### src/rtl/uart_frame_tx.sv
`default_nettype none
// ============================================================================
// uart_frame_tx : UART frame transmitter with input FIFO and fractional divisor
// Optional break generator enabled by defining UART_FRAME_TX_BREAK_EN.
// Revision      : 1.0
// ============================================================================
module uart_frame_tx #(
    parameter int DATA_W     = 8,
    parameter int FIFO_AW    = 4,
    parameter int DIV_INT    = 271,
    parameter int DIV_FRAC   = 5,
    parameter int MSB_FIRST  = 1,
    parameter int PARITY     = 0,
    parameter int STOP_BITS  = 1,
    parameter int GAP_CYCLES = 0
) (
    input  logic              CLK,
    input  logic              RST,
    input  logic [DATA_W-1:0] in_data,
    input  logic              in_valid,
    output logic              in_ready,
    input  logic              en,
`ifdef UART_FRAME_TX_BREAK_EN
    input  logic              break_req,
`endif
    output logic              UART_TX,
    output logic              busy,
    output logic [FIFO_AW:0]  fifo_count
);

    localparam int DEPTH  = 2**FIFO_AW;
    localparam int N_BITS = 1 + DATA_W + ((PARITY != 0) ? 1 : 0) + STOP_BITS;
    localparam int CNT_W  = $clog2(DIV_INT + GAP_CYCLES + 2);
    localparam int BIT_W  = 6;

    localparam logic [2:0] ST_IDLE  = 3'd0;
    localparam logic [2:0] ST_START = 3'd1;
    localparam logic [2:0] ST_DATA  = 3'd2;
    localparam logic [2:0] ST_PAR   = 3'd3;
    localparam logic [2:0] ST_STOP  = 3'd4;
    localparam logic [2:0] ST_GAP   = 3'd5;
`ifdef UART_FRAME_TX_BREAK_EN
    localparam logic [2:0] ST_BRK   = 3'd6;
`endif

    logic [DATA_W-1:0]  r_mem [DEPTH];
    logic [FIFO_AW-1:0] r_wr_ptr;
    logic [FIFO_AW-1:0] r_rd_ptr;
    logic [DATA_W-1:0]  w_head;
    logic               w_push;
    logic               w_pop;

    logic [2:0]         r_state;
    logic [CNT_W-1:0]   r_cnt;
    logic [BIT_W-1:0]   r_bits;
    logic [3:0]         r_acc;
    logic [DATA_W-1:0]  r_shift;
    logic               r_par;

    logic [4:0]         w_sum;
    logic [CNT_W-1:0]   w_period;
    logic               w_last;
    logic               w_head_bit;
    logic [DATA_W-1:0]  w_shift_next;

    assign in_ready = (fifo_count != (FIFO_AW+1)'(DEPTH));
    assign w_push   = in_valid && in_ready;
    assign w_head   = r_mem[r_rd_ptr];
    assign busy     = (r_state != ST_IDLE);

`ifdef UART_FRAME_TX_BREAK_EN
    assign w_pop = (r_state == ST_IDLE) && en && (fifo_count != '0) && !break_req;
`else
    assign w_pop = (r_state == ST_IDLE) && en && (fifo_count != '0);
`endif

    // The accumulator restarts from zero on every frame/break entry out of IDLE.
    assign w_sum    = {1'b0, ((r_state == ST_IDLE) ? 4'd0 : r_acc)} + 5'(DIV_FRAC);
    assign w_period = CNT_W'(DIV_INT) + CNT_W'(w_sum[4]);
    assign w_last   = (r_cnt == CNT_W'(1));

    generate
        if (MSB_FIRST != 0) begin : g_msb_first
            assign w_head_bit   = r_shift[DATA_W-1];
            assign w_shift_next = {r_shift[DATA_W-2:0], 1'b0};
        end else begin : g_lsb_first
            assign w_head_bit   = r_shift[0];
            assign w_shift_next = {1'b0, r_shift[DATA_W-1:1]};
        end
    endgenerate

    always_ff @(posedge CLK) begin
        if (w_push) begin
            r_mem[r_wr_ptr] <= in_data;
        end
    end

    always_ff @(posedge CLK or posedge RST) begin
        if (RST) begin
            r_wr_ptr   <= '0;
            r_rd_ptr   <= '0;
            fifo_count <= '0;
        end else begin
            if (w_push) r_wr_ptr <= r_wr_ptr + 1'b1;
            if (w_pop)  r_rd_ptr <= r_rd_ptr + 1'b1;
            if (w_push && !w_pop) begin
                fifo_count <= fifo_count + 1'b1;
            end else if (!w_push && w_pop) begin
                fifo_count <= fifo_count - 1'b1;
            end
        end
    end

    // The line flop is loaded with the next bit's level at each period boundary.
    always_ff @(posedge CLK or posedge RST) begin
        if (RST) begin
            r_state <= ST_IDLE;
            UART_TX <= 1'b1;
            r_cnt   <= '0;
            r_bits  <= '0;
            r_acc   <= '0;
            r_shift <= '0;
            r_par   <= 1'b0;
        end else if (r_state == ST_IDLE) begin
`ifdef UART_FRAME_TX_BREAK_EN
            if (break_req) begin
                r_state <= ST_BRK;
                UART_TX <= 1'b0;
                r_bits  <= BIT_W'(2 * N_BITS);
                r_cnt   <= w_period;
                r_acc   <= w_sum[3:0];
            end else
`endif
            if (w_pop) begin
                r_state <= ST_START;
                UART_TX <= 1'b0;
                r_shift <= w_head;
                r_par   <= (^w_head) ^ (PARITY == 2);
                r_cnt   <= w_period;
                r_acc   <= w_sum[3:0];
            end
        end else if (!w_last) begin
            r_cnt <= r_cnt - 1'b1;
        end else begin
            r_cnt <= w_period;
            r_acc <= w_sum[3:0];
            case (r_state)
                ST_START: begin
                    r_state <= ST_DATA;
                    UART_TX <= w_head_bit;
                    r_shift <= w_shift_next;
                    r_bits  <= BIT_W'(DATA_W);
                end
                ST_DATA: begin
                    if (r_bits == BIT_W'(1)) begin
                        if (PARITY != 0) begin
                            r_state <= ST_PAR;
                            UART_TX <= r_par;
                        end else begin
                            r_state <= ST_STOP;
                            UART_TX <= 1'b1;
                            r_bits  <= BIT_W'(STOP_BITS);
                        end
                    end else begin
                        r_bits  <= r_bits - 1'b1;
                        UART_TX <= w_head_bit;
                        r_shift <= w_shift_next;
                    end
                end
                ST_PAR: begin
                    r_state <= ST_STOP;
                    UART_TX <= 1'b1;
                    r_bits  <= BIT_W'(STOP_BITS);
                end
                ST_STOP: begin
                    if (r_bits == BIT_W'(1)) begin
                        if (GAP_CYCLES > 0) begin
                            r_state <= ST_GAP;
                            r_cnt   <= CNT_W'(GAP_CYCLES);
                        end else begin
                            r_state <= ST_IDLE;
                        end
                    end else begin
                        r_bits <= r_bits - 1'b1;
                    end
                end
`ifdef UART_FRAME_TX_BREAK_EN
                ST_BRK: begin
                    if (r_bits == BIT_W'(1)) begin
                        r_state <= ST_IDLE;
                        UART_TX <= 1'b1;
                    end else begin
                        r_bits <= r_bits - 1'b1;
                    end
                end
`endif
                default: begin
                    r_state <= ST_IDLE;
                    UART_TX <= 1'b1;
                end
            endcase
        end
    end

endmodule
`default_nettype wire

### config.mk
export PLATFORM = sky130hd
export DESIGN_NAME = uart_frame_tx
export DESIGN_NICKNAME = d
export VERILOG_FILES = /design/src/rtl/uart_frame_tx.sv
export SDC_FILE = /design/constraint.sdc
export NUM_CORES = 1
export LEC_CHECK = 0
export BUFFER_PORTS_ARGS = -buffer_cell sky130_fd_sc_hd__buf_2
export CAP_MARGIN = 15
export CORE_ASPECT_RATIO = 1.2
export CORE_MARGIN = 3
export CORE_UTILIZATION = 40
export CTS_CLUSTER_DIAMETER = 40
export DETAILED_ROUTE_END_ITERATION = 7
export RECOVER_POWER = 50
export SYNTH_ARGS = -nofsm -noshare
export SYNTH_HDL_FRONTEND = slang
export SYNTH_SLANG_ARGS = --single-unit
export TNS_END_PERCENT = 1
### constraint.sdc
create_clock -name CLK -period 6.25 [get_ports CLK]
set_input_delay 1.25 -clock CLK [delete_from_list [all_inputs] [get_ports CLK]]
set_output_delay 1.25 -clock CLK [all_outputs]
set_load 0.01 [all_outputs]
# Word level (Yosys, flattened, before mapping)

Memory sizes are Yosys's and may differ from the RTL's.
Index checks and enable logic that the tools add are counted.

$add $sub $neg: 8
Equality and inequality tests: 13
Multiplexer cells: 30
Bitwise gates (word level): 1
Reduce and logical (&&, ||, !) cells: 19

Operators with widths:

| operator                                         | number |
|---|---|
| 2-to-1 mux 8 bit                                 | 4 |
| 2-to-1 mux 9 bit                                 | 3 |
| case mux 6 bit (4 select lines)                  | 1 |
| 2-to-1 mux 4 bit                                 | 4 |
| case mux 8 bit (2 select lines)                  | 1 |
| 2-to-1 mux 3 bit                                 | 5 |
| 2-to-1 mux 6 bit                                 | 2 |
| case mux 3 bit (4 select lines)                  | 1 |
| AND reduction 4 bit                              | 3 |
| 2-to-1 mux 5 bit                                 | 2 |
| adder 9 x 1 -> 9 bit, first input constant       | 1 |
| == test 9 x 1 -> 1 bit, second input constant    | 1 |
| != test 3 bit, second input constant             | 3 |
| subtractor 9 x 1 -> 9 bit, second input constant | 1 |
| adder 4 x 1 -> 4 bit, second input constant      | 2 |
| == test 3 x 2 -> 1 bit, second input constant    | 2 |
| == test 6 x 1 -> 1 bit, second input constant    | 1 |
| 2-to-1 mux 1 bit                                 | 6 |
| != test 2 bit, second input constant             | 3 |
| nonzero test 3 bit                               | 2 |
| subtractor 6 x 1 -> 6 bit, second input constant | 1 |
| adder 4 x 3 -> 5 bit, second input constant      | 1 |
| adder 5 x 1 -> 5 bit, second input constant      | 1 |
| logical AND 1 bit                                | 5 |
| 13 further kinds                                 | 15 |

Bits in registers: 44
Bits in writable memories: 128
Input bits: 12
Output and inout bits: 8
Memories kept: 1

Memories:

| name  | depth | width | read ports | clocked after Yosys merged registers in | write ports | line | source |
|---|---|---|---|---|---|---|---|
| r_mem | 16    | 8     | 1          | 0                                       | 1           | 46   | `logic [DATA_W-1:0] r_mem [DEPTH];` |

# Logic depth before layout (Yosys ltp)

Depth in word-level cells: 6
Gate-level depth with buffers: 13
Depth with buffers taken out: 12

# Worst setup path before layout

No wires, ideal clock.

Path kind: input-to-reg
From: input in_valid
To: register fifo_count[4]
Setup time: 130 ps
Arrival time: 2944 ps
Path slack: 3177 ps
Stages: 10
Buffers on the path: 1
Path through: and2_1 -> clkbuf_1 -> ha_1 -> inv_1 -> fa_1 -> a21o_1 -> a21oi_1 -> xnor2_1 -> nor2_1 -> xor2_1

Cells in the longest elaborated chain, start to end: 4
Elaborated cells between the ends (all ways): 6
Those cells by class: mux (1); reduce/logical (5)

RTL lines:

| item                                | line | source |
|---|---|---|
| start, declared                     | 20   | `input logic in_valid,` |
| logical AND 1 bit *                 | 67   | `assign w_push = in_valid && in_ready;` |
| named net w_push                    | 50   | `logic w_push;` |
| zero test 1 bit                     | 108  | `end else if (!w_push && w_pop) begin` |
| logical AND 1 bit                   | 108  |  |
| nonzero test 2 bit (no source line) | n/a  |  |
| end signal, assigned                | 107  | `fifo_count <= fifo_count + 1'b1;` |
| end signal, assigned                | 109  | `fifo_count <= fifo_count - 1'b1;` |
| end, declared                       | 28   | `output logic [FIFO_AW:0] fifo_count` |

Mark *: on every way through the listed nets, which the timed path passes. The rest lies on a longest branch.
A chain may end at the register's enable or synchronous reset.

# Final worst setup path

From: register r_state[0]
To: register fifo_count[4]

Cells in the longest elaborated chain, start to end: 6
Elaborated cells between the ends (all ways): 8
Those cells by class: mux (1); reduce/logical (7)

RTL lines:

| item                                                          | line | source |
|---|---|---|
| start, declared                                               | 53   | `logic [2:0] r_state;` |
| start signal, assigned                                        | 117  | `r_state <= ST_IDLE;` |
| start signal, assigned                                        | 135  | `r_state <= ST_START;` |
| start signal, assigned                                        | 149  | `r_state <= ST_DATA;` |
| zero test 3 bit *                                             | 74   | `assign w_pop = (r_state == ST_IDLE) && en && (fifo_count != '0);` |
| logical AND 1 bit * (2 in a row)                              | 74   |  |
| zero test 1 bit                                               | 106  | `if (w_push && !w_pop) begin` |
| logical AND 1 bit                                             | 106  |  |
| 2-to-1 mux 5 bit / nonzero test 2 bit (equally long branches) | n/a  |  |

Every way passes the cells marked *; elsewhere a longest branch is shown, timed or not.

==> reports/results.txt <==
setup bufs post-CTS: 0
hold-fix buffers at CTS: 0
initial antenna violation count: 0
Final Hold Fails: 0
CTS sink count: 172
Compound-Gate Fraction of Synth Area: 9.663%
Simple-Gate Fraction of Synth Area: 7.481%
Max rail drop VDD: 203.8 uV
hold crit path type: reg -> reg
period utilisation layout: 53.71%
Avg Synthesized Cell Area: 14.14 um^2
I/O pins: 20
first-pass GRT wire length: 24130 um
register area share after synthesis: 65.86%
max-slew violation count: 45
hold path depth: 1
Sequential Area: 4950 um^2
CP required: 6560 ps
Post-synth ARST share: 25.58%
Worst Tran Pin Value: 1730 ps
Worst R2R End: fifo_count[4]
Highest Clock Rate: 297.9 MHz
routed len/inst: 18.30 um
die width: 131.1 um
CP max FO: 16
H-Tree Depth: 4
CTS root buf: clkbuf_16
reg2reg path depth: 12
Post-Synth Adder-Cell Area: 2.599%
WS Path Type: reg -> reg
Setup WS post-layout: 2893 ps
top_reg_cell synth: edfxtp_1
FF-to-FF setup slack: 2890 ps
DIE AREA: 20460 um^2
mux share of post-synthesis cell area: 10.60%
Crit. End Element: register
violated checks: capacitance limit, slew limit
post-synth top area cell: edfxtp_1
Post-Syn Instances: 531
total number of vias: 4346
Slew headroom: -15.46%
CTS tree: done
Worst Path Arrival: 3670 ps
vias in the first global route: 4526
post-layout min period: 3357 ps
post_cts resized: 0
register bit total from synthesis: 172
CP peak stage delay: 520 ps
Worst Clk Skew: 18.66 ps
clock buffer depth: 2
CP cell instances: nor3_2, inv_1, nor2_1, inv_2, ha_1, inv_1, ha_1, a21o_1, a21oi_1, xnor2_1, nor2_1, xor2_1
synthesized area: 7510 um^2
Yosys cell types: 58
# DRC: 0
core box area: 18310 um^2
RSZ-0062 raised after global routing: false
Startpoint Class: register
drt total wl: 14880 um
Pwr per Cell Area: 335.9 nW/um^2
area of the multi-input gates: 2384 um^2
number of flops mapped to enable cells by yosys: 128
clk_lat worst skew: 430 ps
Pwr Total: 0.002845 W
Final Setup Violations: 0
post-route ant nets: 0
worst slack, placed: 2864 ps
main area contributors after synthesis: edfxtp_1 (51%), dfrtp_1 (14%), mux2i_1 (7.6%)
Critical Path Sink: fifo_count[4]
GRT Util Overall: 15.71%
die height: 156.1 um
Detail Placement HPWL: 9757 um
CP max-delay cell: dfrtp_1
Leak: 2.873 nW
syn_nets: 558
GPL Wtd Cong: 0.8099
NumNets Final: 575
Reg clk slew, reported paths: 70 ps
Critical path origin: r_state[0]
run status: finished, violations left
max_cap viols: 1
minimum hold slack: 485.9 ps
Post-Synth XOR/XNOR Area: 1.400%
top-area cell type share of the netlist area: 51.18%
RR Startpoint: r_state[0]
Starting Density: 41.01%
largest net degree at the start of global routing: 64
Port Buffers: 19
1st-pass router iterations: 5
initial drt markers: 300
Synth Warn #: 0
fill count: 1609
grt total ovfl: 0
combinational family with the most area after synthesis: multiplexers
CTS Buf Count: 17
Final TNS setup: 0 ps
Antenna diodes: 0
area grow syn2layout: 12.78%
layout cells sized above 1: 12.12%
Rows: 54
Via density: 5.346
==> worst max-delay path: cells and delay by family (launching register included) <==
kind                     cells  cell delay [ps]
AND/OR/NAND/NOR              3              900
buffers and inverters        3              650
XOR/XNOR                     2              270
AO/OA/AOI/OAI                2              370
adder cells (fa/ha/maj)      2              520
flip-flops                   1              520
==> cell usage after synthesis (all sizes together), types with 5 or more instances <==
master,count
nand2,31
edfxtp,128
clkbuf,15
buf,10
a32oi,7
dfrtp,43
ha,14
nand2b,5
o21ai,25
nand3,8
nor2,30
mux2,10
and2,7
a22oi,29
inv,16
nor3,11
mux2i,57
a21oi,15
xnor2,10
==> metal layers <==
metal / part of all wire, % / global-route usage [%]
met4: 1.6 / 5.390
met3: 3.5 / 4.041
met5: 0 / 0
met2: 52 / 26.79
met1: 42 / 19.25
==> where the power goes <==
part	total, W	switching, W	internal, W
combinational	0.000288	0.000180	0.000108
sequential	0.00141	0.0000669	0.00135
clock	0.00114	0.000435	0.000708
==> cell usage in the layout (no fill, tap or decap), types with 5 or more instances in the layout <==
cell,instances
edfxtp_1,128
mux2i_1,57
dfrtp_1,42
nand2_1,31
nor2_1,30
a22oi_1,29
o21ai_0,24
clkbuf_16,17
inv_1,15
a21oi_1,15
ha_1,14
buf_2,12
xnor2_1,10
nor3_1,10
nand3_1,8
clkbuf_1,8
a32oi_1,7
mux2_4,6
nand2b_1,5
and2_1,5
bufinv_16,5
==> cell type report <==
cell class	instances	area share, %
flip-flops and latches	172	58.44
clock buffers	17	5.023
multi-input cells	318	28.14
inverters	16	0.7091
well taps	252	3.723
repair buffers	23	1.374
clock inverters	15	2.585
==> state kept, by name, indices dropped and copies added, names as in the netlist <==
name        cells
r_state         3
r_mem         128
r_rd_ptr        4
r_bits          6
r_wr_ptr        4
r_shift         8
r_acc           4
r_cnt           9
fifo_count      5
UART_TX         1
==> stage by stage <==
step | util, % | area (um^2) | instances
6_report | 46.26 | 8469 | 813
2_1_floorplan | - | 7510 | 531
4_1_cts | 46.22 | 8463 | 811
3_5_place_dp | 42.70 | 7819 | 779
3_3_place_gp | 42.70 | 7819 | 779
5_1_grt | 46.26 | 8469 | 813
==> cells by family (layout without fill, tap and decap cells) <==
group | Yosys count | after routing
flops | 172 | 172
buf+inv | 41 | 71
simple gates | 114 | 114
xor+xnor | 12 | 12
compound gates | 106 | 106
mux | 71 | 71
fa+ha+maj | 15 | 15
==> worst min-delay path by stage <==
stage | from | endpoint | slack, ps
global placement | r_acc[3] | r_acc[3] | 460
global route | r_acc[0] | r_acc[0] | 510
floorplan | r_acc[3] | r_acc[3] | 440
CTS | r_acc[0] | r_acc[0] | 490
detailed placement | r_acc[0] | r_acc[0] | 480
finish | r_acc[0] | r_acc[0] | 490
No activity file was read; power rests on OpenSTA's default activity.
